### src/rtl/ip_seq.sv
// Registered instruction-pointer sequencer with a circular hardware return stack.
// Define IP_RSTACK_CHECK_EN to suppress overflowing pushes / underflowing pops and flag them in rs_err.
module ip_seq #(
   parameter int                     IADDR_WIDTH = 10,
   parameter int                     RDEPTH      = 16,
   parameter logic [IADDR_WIDTH-1:0] RESET_IP    = '0
) (
   input  logic                         clk,
   input  logic                         reset,
   input  logic                         en,
   input  logic [2:0]                   op,
   input  logic [IADDR_WIDTH-1:0]       ip_imm,
   input  logic [IADDR_WIDTH-1:0]       TOS,
   input  logic                         TOS_is_zero,
   output logic [IADDR_WIDTH-1:0]       ip,
   output logic [IADDR_WIDTH-1:0]       rs_top,
   output logic [$clog2(RDEPTH+1)-1:0]  rs_depth,
   output logic [1:0]                   rs_err
);

   localparam int SPW = $clog2(RDEPTH);
   localparam int DW  = $clog2(RDEPTH+1);

   typedef enum logic [2:0] {
      OP_NEXT   = 3'd0,
      OP_JMP    = 3'd1,
      OP_JZ     = 3'd2,
      OP_CALL   = 3'd3,
      OP_RET    = 3'd4,
      OP_JTOS   = 3'd5,
      OP_SKIPNZ = 3'd6,
      OP_CALLT  = 3'd7
   } op_e;

   logic [IADDR_WIDTH-1:0] rs_buf [RDEPTH];
   logic [SPW-1:0]         sp;
   logic [IADDR_WIDTH-1:0] ip_inc, ip_inc2, ip_nxt;
   logic                   is_push, is_pop;
   logic                   do_push, do_pop, push_ok, pop_ok;
   logic                   full, empty;

   assign ip_inc  = ip + IADDR_WIDTH'(1);
   assign ip_inc2 = ip + IADDR_WIDTH'(2);
   assign rs_top  = rs_buf[sp - SPW'(1)];
   assign full    = (rs_depth == DW'(RDEPTH));
   assign empty   = (rs_depth == '0);

   always_comb begin
      ip_nxt  = ip_inc;
      is_push = 1'b0;
      is_pop  = 1'b0;
      case (op_e'(op))
         OP_NEXT:   ip_nxt = ip_inc;
         OP_JMP:    ip_nxt = ip_imm;
         OP_JZ:     ip_nxt = TOS_is_zero ? ip_imm : ip_inc;
         OP_CALL:   begin ip_nxt = ip_imm; is_push = 1'b1; end
         OP_RET:    begin ip_nxt = rs_top; is_pop  = 1'b1; end
         OP_JTOS:   ip_nxt = TOS;
         OP_SKIPNZ: ip_nxt = TOS_is_zero ? ip_inc : ip_inc2;
         OP_CALLT:  begin ip_nxt = TOS;    is_push = 1'b1; end
         default:   ip_nxt = ip_inc;
      endcase
   end

   assign do_push = en & is_push;
   assign do_pop  = en & is_pop;

`ifdef IP_RSTACK_CHECK_EN
   // Out-of-range stack ops still redirect ip but leave sp and the buffer alone.
   assign push_ok = do_push & ~full;
   assign pop_ok  = do_pop & ~empty;

   always_ff @(posedge clk) begin
      if (reset) begin
         rs_err <= 2'b00;
      end else begin
         if (do_push && full)  rs_err[0] <= 1'b1;
         if (do_pop  && empty) rs_err[1] <= 1'b1;
      end
   end
`else
   assign push_ok = do_push;
   assign pop_ok  = do_pop;
   assign rs_err  = 2'b00;
`endif

   always_ff @(posedge clk) begin
      if (reset) begin
         ip       <= RESET_IP;
         sp       <= '0;
         rs_depth <= '0;
      end else if (en) begin
         ip <= ip_nxt;
         if (push_ok)     sp <= sp + SPW'(1);
         else if (pop_ok) sp <= sp - SPW'(1);
         // Depth saturates even when sp is allowed to wrap.
         if (do_push && !full)      rs_depth <= rs_depth + DW'(1);
         else if (do_pop && !empty) rs_depth <= rs_depth - DW'(1);
      end
   end

   // Storage has no reset; a push coinciding with reset is dropped.
   always_ff @(posedge clk) begin
      if (!reset && push_ok) rs_buf[sp] <= ip_inc;
   end

endmodule

### config.mk
export PLATFORM = sky130hd
export DESIGN_NAME = ip_seq
export DESIGN_NICKNAME = d
export VERILOG_FILES = /design/src/rtl/ip_seq.sv
export SDC_FILE = /design/constraint.sdc
export NUM_CORES = 1
export LEC_CHECK = 0
export ABC_AREA = 1
export BUFFER_PORTS_ARGS = -buffer_cell sky130_fd_sc_hd__buf_2
export CAP_MARGIN = 40
export CORE_UTILIZATION = 50
export DETAILED_ROUTE_END_ITERATION = 10
export PLACE_DENSITY = 0.79
export SYNTH_ARGS = -nofsm -noshare
export SYNTH_HDL_FRONTEND = slang
export SYNTH_SLANG_ARGS = --single-unit
### constraint.sdc
create_clock -name clk -period 3.01 [get_ports clk]
set_input_delay 0.602 -clock clk [delete_from_list [all_inputs] [get_ports clk]]
set_output_delay 0.602 -clock clk [all_outputs]
set_load 0.02 [all_outputs]
Word level (Yosys, flattened, before mapping) --
Memory sizes are Yosys's and may differ from the RTL's. Cells that the tools add are included.
Word-level totals: bits in registers 19, RAM bits 160, bits of input ports 27, output and inout bits 27, logic and storage cells 46, memories 1
Memory list:
- rs_buf | depth 16, width 10, read ports 1, clocked after Yosys merged registers in 0, wr ports 1, RTL line 35 | logic [IADDR_WIDTH-1:0] rs_buf [RDEPTH];
Operators by class: $add $sub $neg 6, equality and inequality tests 8, muxes and demuxes 11, bitwise gates (word level) 2, reductions and logical operators 15
Operators with widths (count):
- case mux 10 bit (6 select lines) | 1
- 2-to-1 mux 10 bit | 2
- equality test 3 bit, second input constant | 4
- adder 10 x 1 -> 10 bit, second input constant | 1
- adder 10 x 2 -> 10 bit, second input constant | 1
- 2-to-1 mux 5 bit | 2
- 2-to-1 mux 4 bit | 2
- equality test 3 x 2 -> 1 bit, second input constant | 2
- OR reduction 2 bit | 3
- adder 5 x 1 -> 5 bit, second input constant | 1
- equality test 5 bit, second input constant | 1
- zero test 5 bit | 1
- subtractor 5 x 1 -> 5 bit, second input constant | 1
- adder 4 x 1 -> 4 bit, second input constant | 1
- 2-to-1 mux 1 bit | 4
- AND reduction 2 bit | 2
- nonzero test 2 bit | 2
- subtractor 4 x 1 -> 4 bit, second input constant | 1
- equality test 3 x 1 -> 1 bit, second input constant | 1
- logical AND 1 bit | 3
- zero test 1 bit | 3
- zero test 3 bit | 1
- AND 1 bit | 2

Depth between registers and ports, before layout --
Gate-level depths: netlist of the first run.
depth after elaboration 7, mapped depth 15, mapped depth without buffers 13

Worst setup path after synthesis of the first run --
Ideal clock, no wire load.
path type register to output, from reg sp[0], to out rs_top[2], arrival 1.821 ns, required time 2.408 ns, setup slack 0.587 ns, stages on the path, launching flop included 12, buffers on the path 3, path through dfxtp_1 inv_2 buf_2 ha_1 buf_2 inv_2 clkbuf_1 nand3_1 nand3_1 nand3_1 nand2_1 inv_1
On the way: longest elaborated chain between the ends 2
RTL lines:
- start, declared | RTL line 36 | logic [SPW-1:0] sp;
- start signal, assigned | RTL line 94 | if (push_ok) sp <= sp + SPW'(1);
- start signal, assigned | RTL line 95 | else if (pop_ok) sp <= sp - SPW'(1);
- subtractor 4 x 1 -> 4 bit | RTL line 44 | assign rs_top = rs_buf[sp - SPW'(1)];
- memory read (16 x 10 bit)
- end, declared | RTL line 16 | output logic [IADDR_WIDTH-1:0] rs_top,
No other way between the ends.

Worst setup path after layout of the first run --
from reg sp[1], to out rs_top[6]
The elaborated chain is that of the path after synthesis.

==> out/metrics.csv, run 1 <==
metric,value,unit
CTS Sinks,179,
grt total ovfl,0,
fin crit share,95.3,%
fmax,349,MHz
Max VDD drop,0.567,mV
final core occ,59.9,%
root buf cell,clkbuf_16,
most frequent cells after synthesis,"270 x nand2_1, 164 x nand3_1, 160 x edfxtp_1",
RSZ-0062 raised after global routing,no,
CP Cell Sequence,inv_1 -> ha_4 -> clkinv_4 -> buf_12 -> nand3_1 -> nand3_1 -> nand3_1 -> nand2_1 -> inv_2 -> buf_2,
TritonCTS Buffers,17,
Synth Register Bits,179,
Crit path arrival time,2.27,ns
Yosys cell types,36,
type of the worst setup path,register to primary output,
Crit-path slowest cell,dfxtp_1,
total track usage,24.6,%
Antenna Nets Post-Route,0,
clk_skew,0.0103,ns
dominant cell type by area after synthesis,edfxtp_1,
Initial Utilization,51.7,%
"CTS clk-pin slew, worst paths",0.06,ns
post-synthesis sequential area ratio,62.4,%
CTS Buffer Depth,2,
1st-pass router iterations,5,
Hold Crit Class,register to register,
layout cell share with drive strength beyond 1,15.7,%
Post-Syn Instances,846,
type of origin of the critical path,register,
setup bufs post-CTS,0,
Critical Path Sink Type,primary output,
Vias/cell,5.65,
reg-to-reg setup timing slack,0.76,ns
crit path max fanout,28,
critical path data required time,2.41,ns
syn avg cell area,9.82,sq um
Die H,131,um
Final setup viols,0,
outcome,completed,
synth top area cells,"edfxtp_1 58%, nand2_1 12%, nand3_1 9.9%",
post-DR wirelength/cell,17.9,um
num ports,54,
I/O Buffers,51,
Post-synth EDFFs,160,
Synth top area share,57.8,%
Max H-tree Level,4,
initial antenna violation count,0,
CTS Hold Bufs,0,
Rel. slew slack,51.2,%
largest net degree at the start of global routing,86,
final hold violations,0,
crit path time final,2.87,ns
max incr delay on CP,0.37,ns
total core area,16100,sq um
Placer Congestion,0.892,
max_cap viols,0,
first-pass GRT wire length,31000,um
"count leader, synth",nand2_1,
area delta synth->final,15.8,%
die footprint,17100,sq um
Worst-Margin Slew,0.731,ns
Final HPWL DP,12900,um
Yosys warning count,0,
max-slew violation count,0,
Post-Syn Area,8310,sq um
Nets,953,
routed via count,6464,
Pwr Density,614,nW/um^2
Async SR Flop Fraction,0,%
row cnt,46,
most frequent CP cell,nand3_1,
dominant synthesized flop cell,edfxtp_1,
Final TNS setup,0,ns
number of global-route vias before repair,5985,
Pleak,3.92,nW
Diodes inserted,0,
later-pin clock latency in the skew report,0.43,ns
number of remaining DRC errors,0,
number of DRC markers in iteration 0,877,
WL final,20500,um
CTS tree,yes,
die width,131,um
[what timing repair did]
item / CTS / global route
setup endpoints to repair: 2 / 10
endpoints found under the hold margin: 0 / 0
gates cloned: 0 / 2
gates resized for setup: 1 / 18
[flip-flops by register name (all words and copies together) (netlist names)]
name,flops
rs_buf,160
ip,10
rs_depth,5
sp,4
[through the flow]
step / cells / area [sq um] / setup slack (ns) / power [mW] / hold WS (ns)
floorplan: 847 / 8310 / 0.587 / 3.40 / 0.558
CTS: 1142 / 9520 / 0.00641 / 5.87 / 0.503
global route: 1144 / 9620 / 0.00498 / 6.10 / 0.551
global placement: 1110 / 8920 / 0.460 / 3.67 / 0.495
detailed placement: 1110 / 8920 / 0.408 / 3.69 / 0.499
finish: 1144 / 9620 / 0.143 / 5.91 / 0.513
[worst max-delay path, delay by kind of cell, from the launching register on]
| kind | cells | cell delay (ns) |
|---|---|---|
| adder cells (fa/ha/maj) | 1 | 0.33 |
| buffers and inverters | 5 | 0.71 |
| flip-flops | 1 | 0.37 |
| AND/OR/NAND/NOR | 4 | 0.42 |
[per-layer routing]
metal  track usage [%]  vias up  wire length, um
met4              9.74        0              531
met3              5.09       43             1910
met2              40.1      349             9940
met5                 0        -                0
met1              32.2     3073             8080
li1                  -     2999                -
[path summary, 6_finish.rpt]
path                              end  depth (start not counted)                      from
max                         rs_top[6]                         10        sp[1]$_SDFFE_PP0P_
min          rs_depth[0]$_SDFFE_PP0P_                          1  rs_depth[0]$_SDFFE_PP0P_
max reg2reg   rs_buf[11][6]$_DFFE_PP_                          5        sp[0]$_SDFFE_PP0P_
min reg2reg  rs_depth[0]$_SDFFE_PP0P_                          1  rs_depth[0]$_SDFFE_PP0P_
[cell usage in the layout (no fill, tap or decap), types with 3 or more instances in the layout]
cell        netlist  routed
bufinv_16         0       3
a22o_1            3       3
clkinv_1          1       3
ha_1             10       8
xor2_1           13      12
o211ai_1          4       4
buf_2            24      51
dfxtp_1          19      18
nand3_1         164     163
a21oi_1          22      22
buf_6             1       3
buf_4             7      29
nand2_2           4       5
nor2_1           37      37
nand3b_1          3       3
o21ai_0          10      10
nand2_1         270     269
a31oi_1           3       3
inv_2            12      11
clkbuf_16         0      18
edfxtp_1        160     160
clkinv_4          0       3
clkinvlp_4        0       4
nand3_2           2       3
inv_1            55      55
[cell families after synthesis]
group,synth area share [%]
other,0.0451
buffers and inverters,5.56
AO/OA/AOI/OAI,3.19
adder cells (fa/ha/maj),1.75
AND/OR/NAND/NOR,25.6
XOR/XNOR,1.48
flip-flops,62.4
[power by group]
group	internal (mW)	leakage [nW]	switching [mW]	total, mW
registers	2.75	1.62	0.0322	2.79
logic	0.275	2.02	0.625	0.900
clock network	1.30	0.275	0.916	2.22
total	4.33	3.92	1.57	5.91
[area by class of cell]
cell class	instances	area [sq um]
Sequential cell	179	5190
Inverter	68	260
Multi-Input combinational cell	562	2710
Tap cell	216	270
Clock inverter	13	159
Timing Repair Buffer	87	599
Clock buffer	19	433
Fill cell	1289	6440
Note: power is estimated with default switching activity, not from simulation.
==> run 2, diff against run 1 <==
--- a/config.mk
+++ b/config.mk
@@ -10,7 +10,8 @@
 export CAP_MARGIN = 40
 export CORE_UTILIZATION = 50
 export DETAILED_ROUTE_END_ITERATION = 10
-export PLACE_DENSITY = 0.79
+export PLACE_DENSITY = 0.78
 export SYNTH_ARGS = -nofsm -noshare
 export SYNTH_HDL_FRONTEND = slang
 export SYNTH_SLANG_ARGS = --single-unit
+export TNS_END_PERCENT = 20
==> run 2 against run 1 <==
Effect of this change:
- total power down 2.1%
- largest cell class unchanged
- clock skew down 0.0020 ns
- global-route usage up 0.076 points
- clock-buffer cell count up 3
- register-to-register slack about the same
- sequential share of layout area up 0.30 points
- die area unchanged
- fmax up 0.84%
==> out/metrics.csv, run 2 (synthesis gave the netlist of run 1 again) <==
metric,value,unit,change
outcome,completed,,
CTS Hold Bufs,0,,unchanged
setup bufs post-CTS,0,,unchanged
Int Pwr,4.18,mW,-3.5%
CTS tree,yes,,
Top Registers,"rs_buf: 160 flops, ip: 10 flops, rs_depth: 5 flops",,
Rel. slew slack,42.1,%,-9.1 points
root buf cell,clkbuf_16,,
type of origin of the critical path,register,,
1st-pass router iterations,6,,+1
Max VDD drop,0.484,mV,-15%
RSZ-0062 raised after global routing,no,,
routed via count,6430,,-0.53%
CTS Buffer Depth,2,,unchanged
post-DR wirelength/cell,17.9,um,+0.20%
initial antenna violation count,0,,unchanged
"commonest non-fill, non-tap cell in the layout",nand2_1,,
WL final,20500,um,+0.20%
most frequent CP cell,nand3_1,,
total track usage,24.7,%,+0.076 points
reg2reg end,rs_buf[0][9]$_DFFE_PP_,,
"leading cell types in the layout, fill and taps excluded","269 x nand2_1, 164 x nand3_1, 160 x edfxtp_1, 54 x inv_1, 51 x buf_2",,
number of global-route vias before repair,5696,,-4.8%
area delta synth->final,15.2,%,
Pwr Density,604,nW/um^2,-1.6%
die width,131,um,unchanged
max-slew violation count,0,,unchanged
Hold Crit Class,primary input to register,,
CP Cell Sequence,inv_2 -> ha_4 -> inv_2 -> buf_6 -> nand3_1 -> nand3_1 -> nand3_1 -> nand2_1 -> inv_1 -> buf_2,,
Final HPWL DP,13200,um,+2.9%
type of the worst setup path,register to primary output,,
TritonCTS Buffers,17,,unchanged
FF+latch area,5190,sq um,about the same
Nets,953,,unchanged
number of DRC markers in iteration 0,962,,+9.7%
num ports,54,,unchanged
Crit path arrival time,2.24,ns,-0.03 ns
Final TNS setup,0,ns,unchanged
WP depth,10,,unchanged
Pleak,3.90,nW,-0.50%
CP endpoint,rs_top[2],,
fin crit share,94.5,%,-0.80 points
Top reg by flops,rs_buf,,
final core occ,59.6,%,-0.31 points
area of the multi-input gates,2700,sq um,-0.51%
reg-to-reg setup timing slack,0.75,ns,about the same
crit path launch,sp[1]$_SDFFE_PP0P_,,
later-pin clock latency in the skew report,0.44,ns,about the same
max incr delay on CP,0.37,ns,about the same
Crit-path slowest cell,dfxtp_2,,
Sw Pwr,1.60,mW,+1.7%
final hold violations,0,,unchanged
switching part of the total,27.7,%,+1.0 points
WP buf/inv,5,,unchanged
critical path data required time,2.41,ns,about the same
Final setup viols,0,,unchanged
Crit path max-delay family,buffers and inverters,,
crit path max fanout,17,,-39%
Worst-Margin Slew,0.865,ns,+0.135 ns
Vias/cell,5.62,,-0.53%
number of remaining DRC errors,0,,unchanged
Max H-tree Level,4,,unchanged
Diodes inserted,0,,unchanged
Clock power frac,36.0,%,-1.6 points
Die H,131,um,unchanged
Layout fillers,1295,,+0.47%
Initial Utilization,51.7,%,unchanged
power share of the sequential group,48.2,%,+1.0 points
row cnt,46,,unchanged
first-pass GRT wire length,30500,um,-1.5%
clk_skew,0.00837,ns,-0.00196 ns
fmax,352,MHz,+0.84%
max_cap viols,0,,unchanged
"CTS clk-pin slew, worst paths",0.07,ns,about the same
FF-to-FF Start,ip[2]$_SDFFE_PP0P_,,
total core area,16100,sq um,unchanged
Placer Congestion,0.925,,+3.8%
Antenna Nets Post-Route,0,,unchanged
crit path time final,2.84,ns,-0.0239 ns
Critical Path Sink Type,primary output,,
CTS Sinks,179,,unchanged
die footprint,17100,sq um,unchanged
Largest register FFs,160,,unchanged
Worst Reg-to-Reg Cells,6,,+1
largest net degree at the start of global routing,86,,unchanged
I/O Buffers,51,,unchanged
Logic pwr share,15.7,%,+0.5 points
grt total ovfl,0,,unchanged
layout cell share with drive strength beyond 1,16.1,%,+0.32 points
[run 2: per-layer routing]
metal	vias to the layer above	share of wire [%]	track usage (%)
li1	2998	-	-
met5	-	0	0
met1	3032	39	32.3
met4	0	3.0	12.1
met2	346	47	38.6
met3	54	10	5.90
[run 2: worst min-delay path, cell delays in order]
cell	delay, ns
buf_2	0.08
a21oi_1	0.06
o211ai_1	0.08
nand2_1	0.05
inv_1	0.04
[run 2: power by group through the flow]
| stage | Sequential (mW) | Clock (mW) | Combinational [mW] |
|---|---|---|---|
| 6_report | 2.79 | 2.08 | 0.910 |
| 5_1_grt | 2.79 | 2.18 | 0.992 |
| 4_1_cts | 2.79 | 2.08 | 0.875 |
| 3_5_place_dp | 2.84 | 0 | 0.867 |
| 3_3_place_gp | 2.84 | 0 | 0.854 |
| 2_1_floorplan | 2.85 | 0 | 0.552 |
[run 2: final cells by class]
type | instances | area share (%)
clock buffer | 22 | 5.06
clock inverter | 10 | 0.784
inverter | 68 | 2.67
multi-input combinational | 562 | 28.2
sequential | 179 | 54.2
tap | 216 | 2.82
timing repair buffer | 87 | 6.26
[run 2: timing repair]
| action | CTS | global route |
|---|---|---|
| pin swaps | 0 | 1 |
| gates resized for setup | 2 | 8 |
| endpoints found under the hold margin | 0 | 0 |
| endpoints found under the setup margin | 3 | 10 |
| gates cloned | 0 | 1 |
[run 2: metrics by stage]
step	hold WS (ns)	total power, mW	worst slack, ns	std cells	cell area, sq um
after CTS	0.489	5.75	0.00416	1143	9520
after detailed placement	0.517	3.71	0.430	1111	8950
after floorplan	0.558	3.40	0.587	847	8310
after global routing	0.531	5.96	0.0340	1144	9570
after global placement	0.507	3.69	0.445	1110	8940
final	0.499	5.78	0.167	1144	9570
[run 2: worst min-delay path by stage]
| stage | startpoint | to | slack, ns | depth (start not counted) |
|---|---|---|---|---|
| final | ip_imm[2] | ip[2]$_SDFFE_PP0P_ | 0.50 | 5 |
| after detailed placement | rs_depth[0]$_SDFFE_PP0P_ | rs_depth[0]$_SDFFE_PP0P_ | 0.52 | 1 |
| after global routing | ip_imm[2] | ip[2]$_SDFFE_PP0P_ | 0.53 | 5 |
| after floorplan | rs_depth[0]$_SDFFE_PP0P_ | rs_depth[0]$_SDFFE_PP0P_ | 0.56 | 1 |
| after global placement | rs_depth[0]$_SDFFE_PP0P_ | rs_depth[0]$_SDFFE_PP0P_ | 0.51 | 1 |
| after CTS | ip_imm[2] | ip[2]$_SDFFE_PP0P_ | 0.49 | 5 |
==> run 3, diff against run 2 <==
--- a/config.mk
+++ b/config.mk
@@ -9,8 +9,11 @@
 export BUFFER_PORTS_ARGS = -buffer_cell sky130_fd_sc_hd__buf_2
 export CAP_MARGIN = 40
 export CORE_UTILIZATION = 50
+export CTS_CLUSTER_DIAMETER = 150
+export CTS_CLUSTER_SIZE = 20
 export DETAILED_ROUTE_END_ITERATION = 10
 export PLACE_DENSITY = 0.78
+export RECOVER_POWER = 50
 export SYNTH_ARGS = -nofsm -noshare
 export SYNTH_HDL_FRONTEND = slang
 export SYNTH_SLANG_ARGS = --single-unit
==> run 3 against run 2 <==
Effect of this change:
- design area is 1.1% lower
- utilization fell by 0.64 points
- clock-buffer cell count unchanged
- largest cell class unchanged
- largest power group unchanged
- highest routed layer unchanged
==> out/metrics.csv, run 3 (synthesis gave the netlist of run 1 again) <==
metric,value,unit,change
Hold Crit Class,primary input to register,,
HP Start,ip_imm[2],,
Antenna Nets Post-Route,0,,unchanged
1st-pass router iterations,5,,-1
die width,131,um,unchanged
Max VDD drop,0.480,mV,-0.86%
Max H-tree Level,4,,unchanged
Final Cell Area,9470,sq um,-1.1%
outcome,completed,,
WP buf/inv,5,,unchanged
"leading cell types in the layout, fill and taps excluded","271 x nand2_1, 164 x nand3_1, 160 x edfxtp_1, 55 x inv_1, 39 x nor2_1",,
type of the worst setup path,register to primary output,,
Diodes inserted,0,,unchanged
Rel. slew slack,28.1,%,-14 points
CTS Hold Bufs,0,,unchanged
largest net degree at the start of global routing,86,,unchanged
post-DR wirelength/cell,18.0,um,+0.17%
"commonest non-fill, non-tap cell in the layout",nand2_1,,
Pleak,3.78,nW,-3.1%
num ports,54,,unchanged
Top reg by flops,rs_buf,,
Placer Congestion,0.925,,unchanged
total track usage,24.7,%,unchanged
WP depth,10,,unchanged
fin crit share,94.4,%,about the same
fmax,352,MHz,about the same
layout cell share with drive strength beyond 1,12.3,%,-3.8 points
Pwr Density,609,nW/um^2,+0.91%
area delta synth->final,14.0,%,
max incr delay on CP,0.34,ns,-0.03 ns
first-pass GRT wire length,30500,um,unchanged
Die H,131,um,unchanged
Worst Reg-to-Reg Cells,4,,-2
final hold violations,0,,unchanged
I/O Buffers,51,,unchanged
CP Cell Sequence,inv_2 -> buf_12 -> nand3_2 -> inv_2 -> nand2_1 -> nand2_2 -> nand3_1 -> nand2_1 -> inv_2 -> buf_2,,
CTS tree,yes,,
Vias/cell,5.62,,about the same
worst hold stages,5,,unchanged
reg-to-reg setup timing slack,0.44,ns,-0.31 ns
total core area,16100,sq um,unchanged
clk_skew,0.0105,ns,+0.00209 ns
Top Registers,"rs_buf: 160 flops, ip: 10 flops, rs_depth: 5 flops",,
RSZ-0062 raised after global routing,no,,
WL final,20500,um,+0.17%
Nets,953,,unchanged
Crit path arrival time,2.24,ns,about the same
row cnt,46,,unchanged
die footprint,17100,sq um,unchanged
Crit-path slowest cell,dfxtp_2,,
number of global-route vias before repair,5696,,unchanged
end point of the worst hold path,ip[2]$_SDFFE_PP0P_,,
CTS Buffer Depth,2,,unchanged
Worst-Margin Slew,1.08,ns,+0.214 ns
Critical Path Sink Type,primary output,,
crit path time final,2.84,ns,-0.000415 ns
TritonCTS Buffers,17,,unchanged
number of DRC markers in iteration 0,1018,,+5.8%
number of remaining DRC errors,0,,unchanged
"CTS clk-pin slew, worst paths",0.07,ns,about the same
max-slew violation count,0,,unchanged
Initial Utilization,51.7,%,unchanged
most frequent CP cell,inv_2,,
Largest register FFs,160,,unchanged
critical path data required time,2.41,ns,about the same
FF-to-FF Start,ip[0]$_SDFFE_PP0P_,,
later-pin clock latency in the skew report,0.44,ns,about the same
Final HPWL DP,13200,um,unchanged
grt total ovfl,0,,unchanged
initial antenna violation count,0,,unchanged
crit path max fanout,67,,+50
type of origin of the critical path,register,,
CTS Sinks,179,,unchanged
max_cap viols,0,,unchanged
Final TNS setup,0,ns,unchanged
dpl cell area,8950,sq um,unchanged
routed via count,6432,,+0.031%
Final setup viols,0,,unchanged
Crit path max-delay family,simple AND/OR/NAND/NOR gates,,
root buf cell,clkbuf_16,,
reg2reg end,rs_buf[9][3]$_DFFE_PP_,,
## run 3: worst max-delay path by stage
stage	slack (ns)	endpoint	startpoint
after floorplan	0.59	rs_top[2]	sp[0]$_SDFFE_PP0P_
after global placement	0.44	rs_buf[7][2]$_DFFE_PP_	en
after detailed placement	0.43	rs_top[2]	sp[1]$_SDFFE_PP0P_
after CTS	0.004	rs_top[9]	sp[1]$_SDFFE_PP0P_
after global routing	0.03	rs_top[9]	sp[0]$_SDFFE_PP0P_
final	0.17	rs_top[9]	sp[0]$_SDFFE_PP0P_
## run 3: per-layer routing
metal  vias up  GRT usage [%]  share of wire [%]
li1       2997              -                  -
met1      3025           32.3                 40
met2       351           38.6                 47
met3        59           5.90                 10
met4         0           12.1                3.1
met5         -              0                  0
## run 3: worst min-delay path, cell delays in order
cell      delay [ns]
buf_2           0.08
a21oi_1         0.06
o211ai_1        0.08
nand2_1         0.05
inv_1           0.04
## run 3: report_power, final
group,switching [mW],leakage (nW),internal (mW)
registers,0.0349,1.63,2.76
logic,0.631,1.89,0.268
clock network,0.934,0.265,1.15
total,1.60,3.78,4.17
## run 3: what timing repair did
| action | 4_1_cts | 5_1_grt |
|---|---|---|
| buffers inserted | 0 | 0 |
| endpoints found under the setup margin | 3 | 10 |
| cloned | 0 | 1 |
| pin swaps | 0 | 1 |
| resized for setup | 2 | 8 |
## run 3: stage by stage
step / setup WS [ns] / hold WS (ns) / util (%) / power [mW] / std cells
2_1_floorplan: 0.587 / 0.558 / - / 3.40 / 847
3_3_place_gp: 0.445 / 0.507 / 55.7 / 3.69 / 1110
3_5_place_dp: 0.430 / 0.517 / 55.7 / 3.71 / 1111
4_1_cts: 0.00416 / 0.489 / 59.3 / 5.75 / 1143
5_1_grt: 0.0340 / 0.526 / 59.0 / 5.95 / 1144
6_report: 0.167 / 0.494 / 59.0 / 5.77 / 1144
## run 3: layout make-up
type,count,area (sq um)
fill,1329,6590
inverter,68,255
sequential,179,5190
tap,216,270
clock inverter,10,75.1
clock buffer,22,484
timing repair buffer,87,518
multi-input combinational,562,2680
